===== config.mk =====
export PLATFORM = sky130hd
export DESIGN_NAME = cordic_alu_sequencer
export DESIGN_NICKNAME = d
export VERILOG_FILES = /design/src/rtl/cordic_alu_sequencer.sv
export SDC_FILE = /design/constraint.sdc
export NUM_CORES = 1
export LEC_CHECK = 0
export BUFFER_PORTS_ARGS = -buffer_cell sky130_fd_sc_hd__buf_2
export CAP_MARGIN = 20
export CORE_MARGIN = 3
export CORE_UTILIZATION = 49
export DETAILED_ROUTE_END_ITERATION = 7
export PLACE_DENSITY = 0.81
export SLEW_MARGIN = 30
export SYNTH_ARGS = -nofsm -noshare
export SYNTH_HDL_FRONTEND = slang
export SYNTH_SLANG_ARGS = --single-unit

===== constraint.sdc =====
create_clock -name clk -period 2.2 [get_ports clk]
set_clock_uncertainty 0.05 [all_clocks]
set_input_delay 0 -clock clk [delete_from_list [all_inputs] [get_ports clk]]
set_output_delay 0 -clock clk [all_outputs]
set_load 0.02 [all_outputs]

===== src/rtl/cordic_alu_sequencer.sv =====
// cordic_alu_sequencer
// Rotation-mode CORDIC controller that borrows the shared 32-bit ALU.
// Each micro-rotation takes five ALU operations in this order: shift y, shift x,
// update x, update y, update z. The block holds the X/Y/Z working registers and
// returns the final vector through a valid/ready handshake.
module cordic_alu_sequencer #(
    parameter int ITER = 16
) (
    input  logic        clk,
    input  logic        rst_n,
    input  logic        start,
    output logic        ready,
    input  logic [31:0] x0,
    input  logic [31:0] y0,
    input  logic [31:0] z0,
    output logic [4:0]  atan_idx,
    input  logic [31:0] atan_val,
    output logic [31:0] alu_a,
    output logic [31:0] alu_b,
    output logic [3:0]  alu_ctrl,
    input  logic [63:0] alu_result,
    output logic [31:0] x_out,
    output logic [31:0] y_out,
    output logic [31:0] z_out,
    output logic        out_valid,
    input  logic        out_ready
);

    typedef enum logic [2:0] {
        S_IDLE = 3'd0,
        S_SHY  = 3'd1,
        S_SHX  = 3'd2,
        S_UPX  = 3'd3,
        S_UPY  = 3'd4,
        S_UPZ  = 3'd5,
        S_DONE = 3'd6
    } state_t;

    localparam logic [3:0] OP_ADD   = 4'b0000;
    localparam logic [3:0] OP_SUB   = 4'b0001;
    localparam logic [3:0] OP_SRA   = 4'b1000;
    localparam logic [4:0] LAST_IDX = 5'(ITER - 1);

    state_t      state_r;
    state_t      state_s;
    logic [4:0]  i_r;
    logic [31:0] x_r;
    logic [31:0] y_r;
    logic [31:0] z_r;
    logic [31:0] tx_r;
    logic [31:0] ty_r;
    logic        d_r;
    logic        ready_r;
    logic        out_valid_r;

    logic [31:0] alu_a_s;
    logic [31:0] alu_b_s;
    logic [3:0]  alu_ctrl_s;
    logic [31:0] res_s;
    logic        alu_hi_unused_s;

    // Only the low word of the ALU result carries data; flags and high word are ignored.
    assign res_s           = alu_result[31:0];
    assign alu_hi_unused_s = ^alu_result[63:32];

    // Next state and ALU operand/opcode selection for the current micro-operation.
    always_comb begin
        state_s    = state_r;
        alu_a_s    = 32'd0;
        alu_b_s    = 32'd0;
        alu_ctrl_s = OP_ADD;
        case (state_r)
            S_IDLE: begin
                if (start) begin
                    state_s = S_SHY;
                end else begin
                    state_s = S_IDLE;
                end
            end
            S_SHY: begin
                alu_a_s    = y_r;
                alu_b_s    = {27'd0, i_r};
                alu_ctrl_s = OP_SRA;
                state_s    = S_SHX;
            end
            S_SHX: begin
                alu_a_s    = x_r;
                alu_b_s    = {27'd0, i_r};
                alu_ctrl_s = OP_SRA;
                state_s    = S_UPX;
            end
            S_UPX: begin
                alu_a_s    = x_r;
                alu_b_s    = ty_r;
                alu_ctrl_s = d_r ? OP_SUB : OP_ADD;
                state_s    = S_UPY;
            end
            S_UPY: begin
                alu_a_s    = y_r;
                alu_b_s    = tx_r;
                alu_ctrl_s = d_r ? OP_ADD : OP_SUB;
                state_s    = S_UPZ;
            end
            S_UPZ: begin
                alu_a_s    = z_r;
                alu_b_s    = atan_val;
                alu_ctrl_s = d_r ? OP_SUB : OP_ADD;
                if (i_r == LAST_IDX) begin
                    state_s = S_DONE;
                end else begin
                    state_s = S_SHY;
                end
            end
            S_DONE: begin
                if (out_ready) begin
                    state_s = S_IDLE;
                end else begin
                    state_s = S_DONE;
                end
            end
            default: begin
                state_s = S_IDLE;
            end
        endcase
    end

    // State, working registers and handshake flags; reset discards any in-flight rotation.
    always_ff @(posedge clk or negedge rst_n) begin
        if (!rst_n) begin
            state_r     <= S_IDLE;
            i_r         <= 5'd0;
            x_r         <= 32'd0;
            y_r         <= 32'd0;
            z_r         <= 32'd0;
            tx_r        <= 32'd0;
            ty_r        <= 32'd0;
            d_r         <= 1'b0;
            ready_r     <= 1'b1;
            out_valid_r <= 1'b0;
        end else begin
            state_r     <= state_s;
            ready_r     <= (state_s == S_IDLE);
            out_valid_r <= (state_s == S_DONE);
            case (state_r)
                S_IDLE: begin
                    if (start) begin
                        x_r <= x0;
                        y_r <= y0;
                        z_r <= z0;
                        i_r <= 5'd0;
                    end
                end
                S_SHY: begin
                    ty_r <= res_s;
                    // Direction is frozen here so the later z update cannot flip it.
                    d_r  <= ~z_r[31];
                end
                S_SHX: begin
                    tx_r <= res_s;
                end
                S_UPX: begin
                    x_r <= res_s;
                end
                S_UPY: begin
                    y_r <= res_s;
                end
                S_UPZ: begin
                    z_r <= res_s;
                    if (i_r != LAST_IDX) begin
                        i_r <= i_r + 5'd1;
                    end
                end
                default: begin
                    i_r <= i_r;
                end
            endcase
        end
    end

    assign ready     = ready_r;
    assign out_valid = out_valid_r;
    assign atan_idx  = i_r;
    assign x_out     = x_r;
    assign y_out     = y_r;
    assign z_out     = z_r;
    assign alu_a     = alu_a_s;
    assign alu_b     = alu_b_s;
    assign alu_ctrl  = alu_ctrl_s;

endmodule


==> flow_summary.toml <==
[outcome]
status = "complete, no violations"

[synthesis]
synth_edf_count = 0
synth-compound-area-share_pct = 18.6
synth_fa_ha_area_share_pct = 0.279
yosys_most_used_dff = "sky130_fd_sc_hd__dfrtp_1"
synth.avg_cell_area_um2 = 10.0
yosysSeqAreaShare_pct = 47.7
synth_simple_gate_area_share_pct = 12.4
largest_family_of_logic_cells_by_synthesized_area = "compound AO/OA/AOI/OAI gates"
number_of_synthesized_register_bits = 171
synth.lib_cells_used.distinct = 41
synth_xor_xnor_area_share_pct = 0.195
postSynthCellCount = 893
mappedNetlistArea_um2 = 8970
yosysWarningCount = 0
postSynth.asyncResetShare_pct = 100
synth.area.mux_share_pct = 16.4

[drt]
drt_drc_violations_left = 0
drtIter0Drc = 943
via_per_inst = 6.14
routed_wirelength_um = 35200
antenna_violating_nets_post_route = 0
dr.pass1.iters = 7
vias = 9710
routedWlPerCell_um = 22.3

[run]
maxCapViolations = 0

[final_layout]
utilization_pct = 74.2
final_cell_count_no_fill = 1581
register_area_um2 = 4290
syn2layout_area_growth_pct = 45.5
finalNetCount = 1539
multi_input_comb_area_um2 = 4350
share_of_post_route_cells_with_drive_strength_above_1_pct = 39.0
final_design_area_no_fill_um2 = 13100
fillCellCount = 1134

[setup_path]
worst_ep_required_time_ps = 2150
rr_startpoint = "state_r[1]$_DFF_PN0_"
number_of_cells_traversed_by_the_worst_register_to_register_path = 5
end_kind = "output pin"
critical_path.reg2reg.endpoint = "y_out[4]$_DFFE_PN0P_"
worst-r2r-setup-slack_ps = 70
path_cells = "buf_4 -> nor2b_4 -> buf_6 -> a22oi_1 -> o21ai_0 -> buf_2"
critPathLaunchType = "register"
cp_slowest_stage_delay_ps = 530
worst_path_maximum_fanout = 12
setup.worst_path.class = "reg -> out"
worst-endpoint-arrival_ps = 2090
slowest_stage = "sky130_fd_sc_hd__dfrtp_4"

[clock_network]
tritoncts_clock_tree = "yes"
worst_setup_hold_path_clk_slew_ps = 60
tritoncts.num_buffers = 17
cts_max_level = 4
root_buffer = "sky130_fd_sc_hd__clkbuf_16"
cts_sink_cnt = 171
clock_latency_on_the_worst_skew_pair_ps = 420
clock_tree.buffer_depth = 2

[floorplanning]
floorplan.initialDensity_pct = 51.0
die_width_um = 141
ioPinCount = 367
fp.dieH_um = 141
die-area_um2 = 20000
rows = 48
design.core.area_um2 = 17600

[timing]
hold_viol_final = 0
finalCritPeriodShare_pct = 97.3
tightest_slew_ps = 584
grt_setup_unrepaired = "yes"
drv_slew = 0
holdWs_ps = 55.0
fin_crit_ps = 2140
slew_headroom_pct = 60.9
fmax_ghz = 0.467
report.final.setup_viol = 0
worst_slack_ps = 59.9

[hold_path]
min_path_type = "in -> async"

[place]
hpwl_um = 21200
gp_congestion = 0.864
place_area_um2 = 11000
place_inst = 1409
preCtsSetupSlack_ps = 194
io_buffers = 332

[power]
power_density_nw_per_um2 = 1640
total_leakage_power_nw = 6.40
ir_worst_vdd_v = 0.000917

[global_route]
grt_antenna_before_repair = 3
grt_overflow = 0
first_global_vias = 9979
grt_start_max_net_pins = 65
grt.total_usage_pct = 34.4
first_pass_grt_wire_length_um = 53800
-- synthesized netlist by cell type (2+ instances only) --
cell type                   count  area [um2]
sky130_fd_sc_hd__nand2b_1       2        12.5
sky130_fd_sc_hd__nor2b_1        4        25.0
sky130_fd_sc_hd__a21o_1        31         233
sky130_fd_sc_hd__nand2_1      164         616
sky130_fd_sc_hd__buf_4          7        52.6
sky130_fd_sc_hd__nor3_1         3        15.0
sky130_fd_sc_hd__buf_2         44         220
sky130_fd_sc_hd__a22o_1        31         272
sky130_fd_sc_hd__nor2_1        68         255
sky130_fd_sc_hd__o2bb2ai_1     28         245
sky130_fd_sc_hd__nand3_1        6        30.0
sky130_fd_sc_hd__and3b_1        2        17.5
sky130_fd_sc_hd__nand3b_1       3        22.5
sky130_fd_sc_hd__dfrtp_1      170        4250
sky130_fd_sc_hd__a22oi_1       37         278
sky130_fd_sc_hd__ha_1           2        25.0
sky130_fd_sc_hd__o21ai_0       36         180
sky130_fd_sc_hd__mux2i_1       33         330
sky130_fd_sc_hd__clkbuf_1      31         116
sky130_fd_sc_hd__mux2_2       101        1140
sky130_fd_sc_hd__nor3b_2        2        25.0
sky130_fd_sc_hd__a31oi_1       64         400
sky130_fd_sc_hd__inv_1          2        7.51
sky130_fd_sc_hd__o22ai_1        5        31.3
-- state kept, by name, summed over array words and instances (netlist names) --
name,flops
tx_r,32
ty_r,32
x_out,32
y_out,32
z_out,32
atan_idx,5
state_r,3
d_r,1
out_valid,1
ready,1
-- stage by stage --
step           total power, mW  TNS (ps)
5_1_grt                   22.5     -27.5
2_1_floorplan             13.3         0
6_report                  21.5         0
3_3_place_gp              16.9         0
3_5_place_dp              17.3         0
4_1_cts                   21.0     -36.7
-- cell usage in the layout, fill, tap and decap left out, types with 2 or more instances in the layout --
| cell type | n |
|---|---|
| sky130_fd_sc_hd__buf_2 | 331 |
| sky130_fd_sc_hd__dfrtp_1 | 167 |
| sky130_fd_sc_hd__nand2_1 | 164 |
| sky130_fd_sc_hd__dlygate4sd3_1 | 131 |
| sky130_fd_sc_hd__mux2_2 | 101 |
| sky130_fd_sc_hd__nor2_1 | 67 |
| sky130_fd_sc_hd__a31oi_1 | 64 |
| sky130_fd_sc_hd__a22oi_1 | 37 |
| sky130_fd_sc_hd__mux2i_1 | 33 |
| sky130_fd_sc_hd__o21ai_0 | 33 |
| sky130_fd_sc_hd__a22o_1 | 31 |
| sky130_fd_sc_hd__a21o_1 | 31 |
| sky130_fd_sc_hd__buf_4 | 31 |
| sky130_fd_sc_hd__o2bb2ai_1 | 27 |
| sky130_fd_sc_hd__clkbuf_16 | 17 |
| sky130_fd_sc_hd__buf_6 | 7 |
| sky130_fd_sc_hd__buf_12 | 7 |
| sky130_fd_sc_hd__nand3_1 | 6 |
| sky130_fd_sc_hd__o22ai_1 | 5 |
| sky130_fd_sc_hd__clkbuf_8 | 4 |
| sky130_fd_sc_hd__bufinv_16 | 4 |
| sky130_fd_sc_hd__nor3_1 | 3 |
| sky130_fd_sc_hd__o21ai_1 | 3 |
| sky130_fd_sc_hd__nand3b_1 | 3 |
| sky130_fd_sc_hd__clkinvlp_4 | 3 |
| sky130_fd_sc_hd__diode_2 | 2 |
| sky130_fd_sc_hd__nor2_4 | 2 |
| sky130_fd_sc_hd__inv_1 | 2 |
| sky130_fd_sc_hd__nor2b_4 | 2 |
| sky130_fd_sc_hd__nor3b_4 | 2 |
| sky130_fd_sc_hd__ha_1 | 2 |
| sky130_fd_sc_hd__conb_1 | 2 |
| sky130_fd_sc_hd__clkinv_4 | 2 |
| sky130_fd_sc_hd__clkbuf_1 | 2 |
| sky130_fd_sc_hd__buf_8 | 2 |
| sky130_fd_sc_hd__dfrtp_2 | 2 |
-- metal layers --
metal / vias to the layer above / track usage (%) / routed length, um
met4: 2 / 18.8 / 2160
met5: - / 0 / 7
li1: 4108 / - / -
met3: 201 / 7.48 / 3130
met1: 4663 / 42.1 / 12700
met2: 736 / 56.6 / 17200
-- area by class of cell --
| cell class | count | area share, % |
|---|---|---|
| Tap cell | 225 | 2.16 |
| Clock buffer | 23 | 3.74 |
| Antenna cell | 2 | 0.0383 |
| Clock inverter | 9 | 1.23 |
| Timing Repair Buffer | 510 | 26.6 |
| Sequential cell | 171 | 32.8 |
| Multi-Input combinational cell | 639 | 33.3 |
| Inverter | 2 | 0.0575 |
-- where the power goes --
group | internal [mW] | switching (mW) | total (mW)
combinational | 4.90 | 7.16 | 12.1
clock | 2.03 | 1.27 | 3.30
sequential | 4.79 | 1.33 | 6.12
total | 11.7 | 9.76 | 21.5
-- timing repair --
action / 4_1_cts / 5_1_grt
pin swaps: 0 / 0
hold endpoints to repair: 333 / 0
setup buffers: 5 / 1
gates cloned: 0 / 0
hold buffers: 131 / 0
setup endpoints to repair: 58 / 49
resized for setup: 7 / 8
-- worst max path at each step --
stage	from	end	slack, ps	cells after the start
CTS	state_r[0]$_DFF_PN0_	alu_a[18]	-20	6
global placement	state_r[0]$_DFF_PN0_	z_out[6]$_DFFE_PN0P_	240	3
floorplan	atan_idx[0]$_DFFE_PN0P_	atan_idx[3]$_DFFE_PN0P_	370	6
global route	state_r[0]$_DFF_PN0_	alu_a[7]	-10	6
detailed placement	state_r[0]$_DFF_PN0_	x_out[2]$_DFFE_PN0P_	190	4
finish	state_r[0]$_DFF_PN0_	alu_a[3]	60	6
-- logic make-up after synthesis --
kind of cell | Yosys count
and+or+nand+nor | 263
AOI/OAI and AO/OA | 236
DFF | 171
muxes | 134
buffers and inverters | 84
adders and majority gates | 2
xor gates and xnor gates | 2
other | 1
-- critical path, delay by kind of cell, from the launching register on --
kind	cells	cell delay [ps]
AO/OA/AOI/OAI	2	330
buffers and inverters	3	600
flip-flops	1	530
AND/OR/NAND/NOR	1	200
Note: power is estimated with default switching activity, not from simulation.
